$ cat config.mk
export PLATFORM = sky130hd
export DESIGN_NAME = fetch_stage
export DESIGN_NICKNAME = d
export VERILOG_FILES = /design/src/rtl/fetch_stage.sv
export SDC_FILE = /design/constraint.sdc
export NUM_CORES = 1
export LEC_CHECK = 0
export ABC_AREA = 1
export CAP_MARGIN = 20
export CORE_ASPECT_RATIO = 2
export CORE_MARGIN = 2
export CORE_UTILIZATION = 40
export DETAILED_ROUTE_END_ITERATION = 12
export PLACE_DENSITY = 0.67
export SETUP_SLACK_MARGIN = 0.5
export SLEW_MARGIN = 20
export SYNTH_ARGS = -nofsm -noshare
export SYNTH_HDL_FRONTEND = slang
export SYNTH_SLANG_ARGS = --single-unit
$ cat constraint.sdc
create_clock -name clk -period 6.4 [get_ports clk]
set_clock_uncertainty 0.05 [all_clocks]
set_input_delay 1.6 -clock clk [delete_from_list [all_inputs] [get_ports clk]]
set_output_delay 1.6 -clock clk [all_outputs]
set_load 0.05 [all_outputs]
$ cat src/rtl/fetch_stage.sv
// Instruction fetch: PC, credit-limited imem requests, {instr,pc} buffer; id_valid earliest one cycle after a response.
// Requests stall while in-flight + buffered would exceed BUF_DEPTH; responses are never back-pressured.
module fetch_stage #(
    parameter logic [31:0] RESET_PC  = 32'h0000_0000,
    parameter int          BUF_DEPTH = 2
) (
    input  logic        clk,
    input  logic        rst,
    output logic        imem_req_valid,
    input  logic        imem_req_ready,
    output logic [31:0] imem_req_addr,
    input  logic        imem_resp_valid,
    input  logic [31:0] imem_resp_data,
    input  logic        redirect_valid,
    input  logic [31:0] redirect_pc,
    output logic        id_valid,
    input  logic        id_ready,
    output logic [31:0] id_instr,
    output logic [31:0] id_pc
);
    localparam int CW = $clog2(BUF_DEPTH + 1) + 1;
    localparam int PW = (BUF_DEPTH > 1) ? $clog2(BUF_DEPTH) : 1;

    typedef enum logic {ST_FETCH, ST_FLUSH} state_t;

    state_t          r_state, w_state_nxt;
    logic [31:0]     r_pc, r_resp_pc;
    logic [CW-1:0]   r_out_cnt, r_drop_cnt, r_count;
    logic [PW-1:0]   r_rd_ptr, r_wr_ptr;
    logic [31:0]     r_instr_mem [BUF_DEPTH];
    logic [31:0]     r_pc_mem    [BUF_DEPTH];

    logic            w_pop, w_acc, w_push, w_credit_ok;
    logic [CW-1:0]   w_pop_c, w_acc_c, w_push_c, w_resp_c, w_used;
    logic [CW-1:0]   w_drop_redir, w_drop_nxt;
    logic [31:0]     w_redirect_aligned;

    assign id_valid  = (r_count != '0);
    assign id_instr  = id_valid ? r_instr_mem[r_rd_ptr] : '0;
    assign id_pc     = id_valid ? r_pc_mem[r_rd_ptr]    : '0;
    assign w_pop     = id_valid && id_ready;

    // Credit counts the slot freed by this cycle's pop so k=1 streams at full rate.
    assign w_pop_c     = {{(CW-1){1'b0}}, w_pop};
    assign w_used      = r_out_cnt + r_count - w_pop_c;
    assign w_credit_ok = (w_used < CW'(BUF_DEPTH));

    assign imem_req_valid = (r_state == ST_FETCH) && !rst && !redirect_valid && w_credit_ok;
    assign imem_req_addr  = r_pc;
    assign w_acc          = imem_req_valid && imem_req_ready;
    assign w_push         = imem_resp_valid && (r_state == ST_FETCH) && !redirect_valid;

    assign w_acc_c   = {{(CW-1){1'b0}}, w_acc};
    assign w_push_c  = {{(CW-1){1'b0}}, w_push};
    assign w_resp_c  = {{(CW-1){1'b0}}, imem_resp_valid};
    assign w_drop_redir       = r_drop_cnt + r_out_cnt + w_acc_c - w_resp_c;
    assign w_redirect_aligned = redirect_pc & ~32'h3;

    always_comb begin
        w_drop_nxt  = r_drop_cnt;
        w_state_nxt = r_state;
        if (redirect_valid) begin
            w_drop_nxt  = w_drop_redir;
            w_state_nxt = (w_drop_redir != '0) ? ST_FLUSH : ST_FETCH;
        end else if (r_state == ST_FLUSH && imem_resp_valid) begin
            w_drop_nxt = r_drop_cnt - 1'b1;
            if (r_drop_cnt == CW'(1)) begin
                w_state_nxt = ST_FETCH;
            end
        end
    end

    always_ff @(posedge clk) begin
        if (rst) begin
            r_state <= ST_FETCH;
        end else begin
            r_state <= w_state_nxt;
        end
    end

    always_ff @(posedge clk) begin
        if (rst) begin
            r_pc       <= RESET_PC & ~32'h3;
            r_resp_pc  <= RESET_PC & ~32'h3;
            r_out_cnt  <= '0;
            r_drop_cnt <= '0;
            r_count    <= '0;
            r_rd_ptr   <= '0;
            r_wr_ptr   <= '0;
        end else if (redirect_valid) begin
            r_pc       <= w_redirect_aligned;
            r_resp_pc  <= w_redirect_aligned;
            r_out_cnt  <= '0;
            r_drop_cnt <= w_drop_nxt;
            r_count    <= '0;
            r_rd_ptr   <= '0;
            r_wr_ptr   <= '0;
        end else begin
            if (w_acc) begin
                r_pc <= r_pc + 32'd4;
            end
            r_out_cnt  <= r_out_cnt + w_acc_c - w_push_c;
            r_drop_cnt <= w_drop_nxt;
            r_count    <= r_count + w_push_c - w_pop_c;
            if (w_push) begin
                r_resp_pc <= r_resp_pc + 32'd4;
                r_wr_ptr  <= (r_wr_ptr == PW'(BUF_DEPTH - 1)) ? '0 : r_wr_ptr + 1'b1;
            end
            if (w_pop) begin
                r_rd_ptr <= (r_rd_ptr == PW'(BUF_DEPTH - 1)) ? '0 : r_rd_ptr + 1'b1;
            end
        end
    end

    // Storage needs no reset: id_* are gated by occupancy.
    always_ff @(posedge clk) begin
        if (w_push && !rst) begin
            r_instr_mem[r_wr_ptr] <= imem_resp_data;
            r_pc_mem[r_wr_ptr]    <= r_resp_pc;
        end
    end
endmodule

Word level (Yosys, flattened, before mapping)
Memories as Yosys holds them, arrays and structs flattened. A register that Yosys moved wholly into a read port is not among the register bits.
Index checks and enable logic that the tools add are counted.
{"block": "totals", "regBits": 76, "latchBits": 0, "mem_bits_rw": 128, "mem_bits_ro": 0, "inputBits": 70, "out_inout_bits": 98, "elab_cells": 68, "n_memories": 2}
{"memory": "r_instr_mem", "depth": 2, "width": 32, "read_ports": 1, "rd_clocked_by_memory_dff": 1, "wr": 1, "line_no": "30", "text": "logic [31:0] r_instr_mem [BUF_DEPTH];"}
{"memory": "r_pc_mem", "depth": 2, "width": 32, "read_ports": 1, "rd_clocked_by_memory_dff": 1, "wr": 1, "line_no": "31", "text": "logic [31:0] r_pc_mem [BUF_DEPTH];"}
{"block": "classes", "addsub": 14, "n_mul": 0, "div": 0, "magnitude_cmp": 1, "n_eq_ne": 1, "n_shift": 0, "n_mux": 20, "bitwise": 1, "reduce_logical": 19}
{"cell": "$mux 32", "count": 6}
{"cell": "$add 32x3->32 const B", "count": 2}
{"cell": "$mux 1", "count": 12}
{"cell": "$sub 3x1->3", "count": 4}
{"cell": "$add 3x1->3", "count": 3}
{"cell": "$logic_and 1x1->1", "count": 9}
{"cell": "$reduce_bool 2->1", "count": 4}
{"cell": "$add 3x3->3", "count": 2}
{"cell": "$mux 3", "count": 2}
{"cell": "$reduce_bool 3->1", "count": 2}
{"cell": "$eq 3x1->1 const B", "count": 1}
{"cell": "$lt 3x2->1 const B", "count": 1}
{"cell": "$sub 3x1->3 const B", "count": 1}
{"cell": "$add 1x1->1 const B", "count": 2}
{"cell": "$logic_not 1->1", "count": 2}
{"cell": "$reduce_and 2->1", "count": 1}
{"cell": "$reduce_or 2->1", "count": 1}
{"cell": "$not 1->1", "count": 1}

Depth between registers and ports, before layout
{"block": "logic_depth", "word_depth": 11, "mapped_depth": 21, "mapped_depth_nobuf": 20}

Worst setup path after synthesis
No wires, ideal clock.
{"block": "synth_path", "path_kind": "input port to flip-flop", "start": "input port imem_resp_valid", "end": "memory r_instr_mem[0][0], enable pin", "setup_time_ns": 0.559, "arrival_time_ns": 6.094, "required_time_ns": 5.791, "setup_slack_ns": -0.303, "cell_stages": 4, "path_buffers": 0, "path_cell_list": "inv_1 > nor2_4 > inv_2 > nor3_1"}
{"block": "synth_via", "elab_chain_cells": 5}
{"item": "start: declaration", "line_no": "12", "text": "input logic imem_resp_valid,"}
{"item": "$logic_and 1x1->1 (2 in series)", "line_no": "51", "text": "assign w_push = imem_resp_valid && (r_state == ST_FETCH) && !redirect_valid;"}
{"item": "$logic_and 1x1->1", "line_no": "117", "text": "if (w_push && !rst) begin"}
{"item": "$mux 1", "line_no": "117"}
{"item": "$mux 1 (implied by the code)", "line_no": "118", "text": "r_instr_mem[r_wr_ptr] <= imem_resp_data;"}
{"item": "end: declaration", "line_no": "30"}
No other way between the ends.

Final worst setup path
{"block": "layout_path", "start": "input port id_ready", "end": "output port imem_req_valid"}
{"block": "layout_via", "elab_chain_cells": 4}
{"item": "start: declaration", "line_no": "17", "text": "input logic id_ready,"}
{"item": "$logic_and 1x1->1", "line_no": "41", "text": "assign w_pop = id_valid && id_ready;"}
{"item": "$sub 3x1->3", "line_no": "45", "text": "assign w_used = r_out_cnt + r_count - w_pop_c;"}
{"item": "$lt 3x2->1", "line_no": "46", "text": "assign w_credit_ok = (w_used < CW'(BUF_DEPTH));"}
{"item": "$logic_and 1x1->1", "line_no": "48", "text": "assign imem_req_valid = (r_state == ST_FETCH) && !rst && !redirect_valid && w_credit_ok;"}
{"item": "end: declaration", "line_no": "9", "text": "output logic imem_req_valid,"}
No other way between the ends.

==> impl_summary.log <==
INFO  metric cts-buffers-inserted = 17
INFO  metric postRouteWirelength = 27.2 mm
INFO  metric post_synthesis_area_per_instance = 8.47 sq um
INFO  metric cts_htree_levels = 4
INFO  metric dpl_worst_slack = 1.03 ns
INFO  metric remaining_routing_drc_violations = 0
INFO  metric place.gp.congestion = between 0.9 and 1
INFO  metric mapped_area = 10200 sq um
INFO  metric cpMaxStageDelayCell = fa_1
INFO  metric timing.critical_path.from_type = input port
INFO  metric cellLeakagePower = 5.01 nW
INFO  metric cts_buffer_depth = 2
INFO  metric worstMarginPinSlew = between 0.8 and 0.9 ns
INFO  metric global_route_wire_length_before_repair = around 42 mm
INFO  metric ant_nets = 0
INFO  metric grt_max_degree = 64
INFO  metric die_width = 117 microns
INFO  metric run_status = completed
INFO  metric worstHoldPathType = reg -> reg
INFO  metric timing.rr.start = r_count[1]
INFO  metric drv_slew = 0
INFO  metric vdd_drop_max = 0.157 mV
INFO  metric synth_cells = 1199
INFO  metric globalRouteMet2Util = 0.382
INFO  metric clock_tree_from_tritoncts = yes
INFO  metric top_usage_layer = met2
INFO  metric cellInternalPower = roughly 2.1 mW
INFO  metric crit_end_category = output port
INFO  metric detailed_place_hpwl = just under 20 mm
INFO  metric post_synth_num_cell_types = 41
INFO  metric category_of_the_critical_setup_timing_path = in -> out
INFO  metric critical_path.max_stage_delay = 0.50 ns
INFO  metric global_route.usage.met1 = 0.206
INFO  metric cts.repair_timing.setup_buffer_count = 0
INFO  metric globalRouteOverflowTotal = 0
INFO  metric crit_required = approximately 4.8 ns
INFO  metric clk-insertion-delay-late = between 0.4 and 0.5 ns
INFO  metric antenna_cells_inserted = 0
INFO  metric report.final.hold_viol_count = 0
INFO  metric clock_power_share = 0.341
INFO  metric critical_path_data_arrival_time = about 3.7 ns
INFO  metric initialDrtViolationCount = a little over 500
INFO  metric cts_root_buf = clkbuf_16
INFO  metric hold_path_start = r_rd_ptr
INFO  metric power.switching = slightly above 0.9 mW
INFO  metric critical_path.startpoint = id_ready
INFO  metric timing.final.ws_setup = between 1 and 1.5 ns
INFO  metric initial_utilization = 0.406
INFO  metric postSynthRegisterBits = 197
INFO  metric rsz0062_at_grt = false
INFO  metric switching_power_as_a_share_of_total_power = 0.303
INFO  metric globalRouteMet3Util = 0.0394
INFO  metric cts_repair_resize_count = 0
INFO  metric num-nets-final = 1434
INFO  metric groute.usage.overall = 0.210
INFO  metric via_per_inst = 4.92
INFO  metric io-pin-count = ~170
INFO  metric number_of_antenna_violations_at_the_first_check_in_global_routing = 0
INFO  metric post-route-period-util = 0.840
INFO  metric fin_area = 12600 sq um
INFO  metric maxClockFrequency = 186 MHz
INFO  metric fp-row-count = 82
INFO  metric core-area = between 20000 and 30000 sq um
INFO  metric via_count = 8350
INFO  metric layout_stage_area_growth_over_the_synthesis_result = 24.6%
INFO  metric layout_common_cells = nand2_1 (328), inv_1 (175), clkdlybuf4s50_1 (159)
INFO  metric number_of_hold_buffers_added_after_cts = 0
INFO  metric first_pass_iters = 6
INFO  metric layout-drive-gt1-share = 0.0954
INFO  metric finalNonFillerCells = 1698
INFO  metric place.port_buffers = between 150 and 200
INFO  metric flop_pwr_share = 0.473
INFO  metric first_global_vias = just over 8000
INFO  metric dpl.cell_count = 1666
INFO  metric timing.critical_path.fanout_max = 6
INFO  metric relSlewSlack = 0.411
INFO  metric placement.cell_area = 12100 sq um
INFO  metric die_area = 26700 sq um
INFO  metric cts_sinks = between 150 and 200
INFO  metric final_period_minus_worst_setup_slack = 5.38 ns
INFO  metric die_y = between 200 and 250 microns
INFO  metric worst_hold_slack = 0.435 ns
INFO  metric drt-wirelength-per-cell = 16.0 microns
INFO  metric clk_slew_on_worst_s_h_paths = 0.07 ns
INFO  metric cap_viol_max_count = 0
INFO  metric synth_sequential_area_ratio = 0.511
INFO  metric power.share.combinational = 0.186
INFO  metric layout.cells.most_common = nand2_1
INFO  metric finalSetupViolations = 0
INFO  metric yosys_warnings = 0
INFO  metric cp_cell_sequence = clkdlybuf4s50_1 -> nand2_1 -> nor2_1 -> o21ai_0 -> fa_1 -> inv_1 -> nor3_4 -> nand2_1 -> inv_1 -> buf_12
INFO  metric power_dens_cells = 244 nW/um^2
## final timing paths
path,slack [ns],cells past startpoint,endpoint
worst min-delay path,0.43,2,r_rd_ptr
worst max-delay path,1.02,10,imem_req_valid
worst max register to register,2.51,16,r_state
worst min register to register,0.43,2,r_rd_ptr
## sequential cells by signal (all words and copies together) (netlist names), named ones only
signal / flops
r_count: 3
r_instr_mem: 64
r_wr_ptr: 1
r_resp_pc: 30
r_out_cnt: 3
r_pc_mem: 60
r_state: 1
r_drop_cnt: 3
imem_req_addr: 30
r_rd_ptr: 1
## power by group through the flow
stage	Clock (mW)	Combinational, mW	Sequential [mW]
4_1_cts	1.08	0.580	1.46
3_3_place_gp	0	0.571	1.48
5_1_grt	1.13	0.625	1.47
6_report	1.05	0.574	1.46
3_5_place_dp	0	0.578	1.49
2_1_floorplan	0	0.347	1.51
## layer usage
metal  vias up  wire length, microns
met5         -                     0
met4         0                  1910
met3        90                  1360
met2       271                 14800
met1      3833                  9130
li1       4156                     -
## logic make-up (layout without fill, tap and decap cells)
kind of cell | count (synthesis) | in the layout | synth area share
other cells | 1 | 4 | 0.000369
xor+xnor | 16 | 16 | 0.0138
compound gates | 119 | 119 | 0.0629
buf+inv | 223 | 383 | 0.0869
flops | 197 | 197 | 0.511
simple gates | 566 | 566 | 0.234
mux | 62 | 62 | 0.0688
fa+ha+maj | 15 | 15 | 0.0222
## layout make-up
type | instances | area (sq um)
clock inverters | 15 | 145
repair buffers | 170 | 1680
flip-flops and latches | 197 | 5190
multi-input cells | 782 | 4110
clock buffers | 17 | 425
fillers | 2463 | 12400
inverters | 181 | 679
well taps | 336 | 420
## stage by stage
step                total power, mW  TNS (ns)   util
floorplan                      1.86    -37.53      -
global placement               2.05         0  0.482
detailed placement             2.06         0  0.482
CTS                            3.12         0  0.505
global route                   3.22         0  0.505
finish                         3.08         0  0.505
## cell usage after synthesis (all sizes together)
master,instances,area (sq um)
nand2,333,1270
inv,181,679
edfxtp,124,3720
nor2,118,478
nand3,83,433
dfxtp,73,1460
mux2,62,698
a21oi,53,265
o21ai,46,230
buf,26,143
nor3,24,146
clkbuf,16,60.1
ha,10,125
xor2,10,87.6
a31oi,7,43.8
xnor2,6,52.6
fa,5,100
o21bai,5,37.5
nand3b,4,30.0
nand4,4,25.0
o21a,2,15.0
a21boi,1,7.51
a221oi,1,8.76
a41oi,1,8.76
conb,1,3.75
o211ai,1,7.51
o22ai,1,6.26
o31ai,1,7.51
## worst max-delay path, delay by kind of cell
family | cells | cell delay (ns)
AO/OA/AOI/OAI | 1 | 0.14
AND/OR/NAND/NOR | 4 | 0.69
buffers and inverters | 4 | 0.79
adder cells (fa/ha/maj) | 1 | 0.50
No activity file was read; power rests on OpenSTA's default activity.
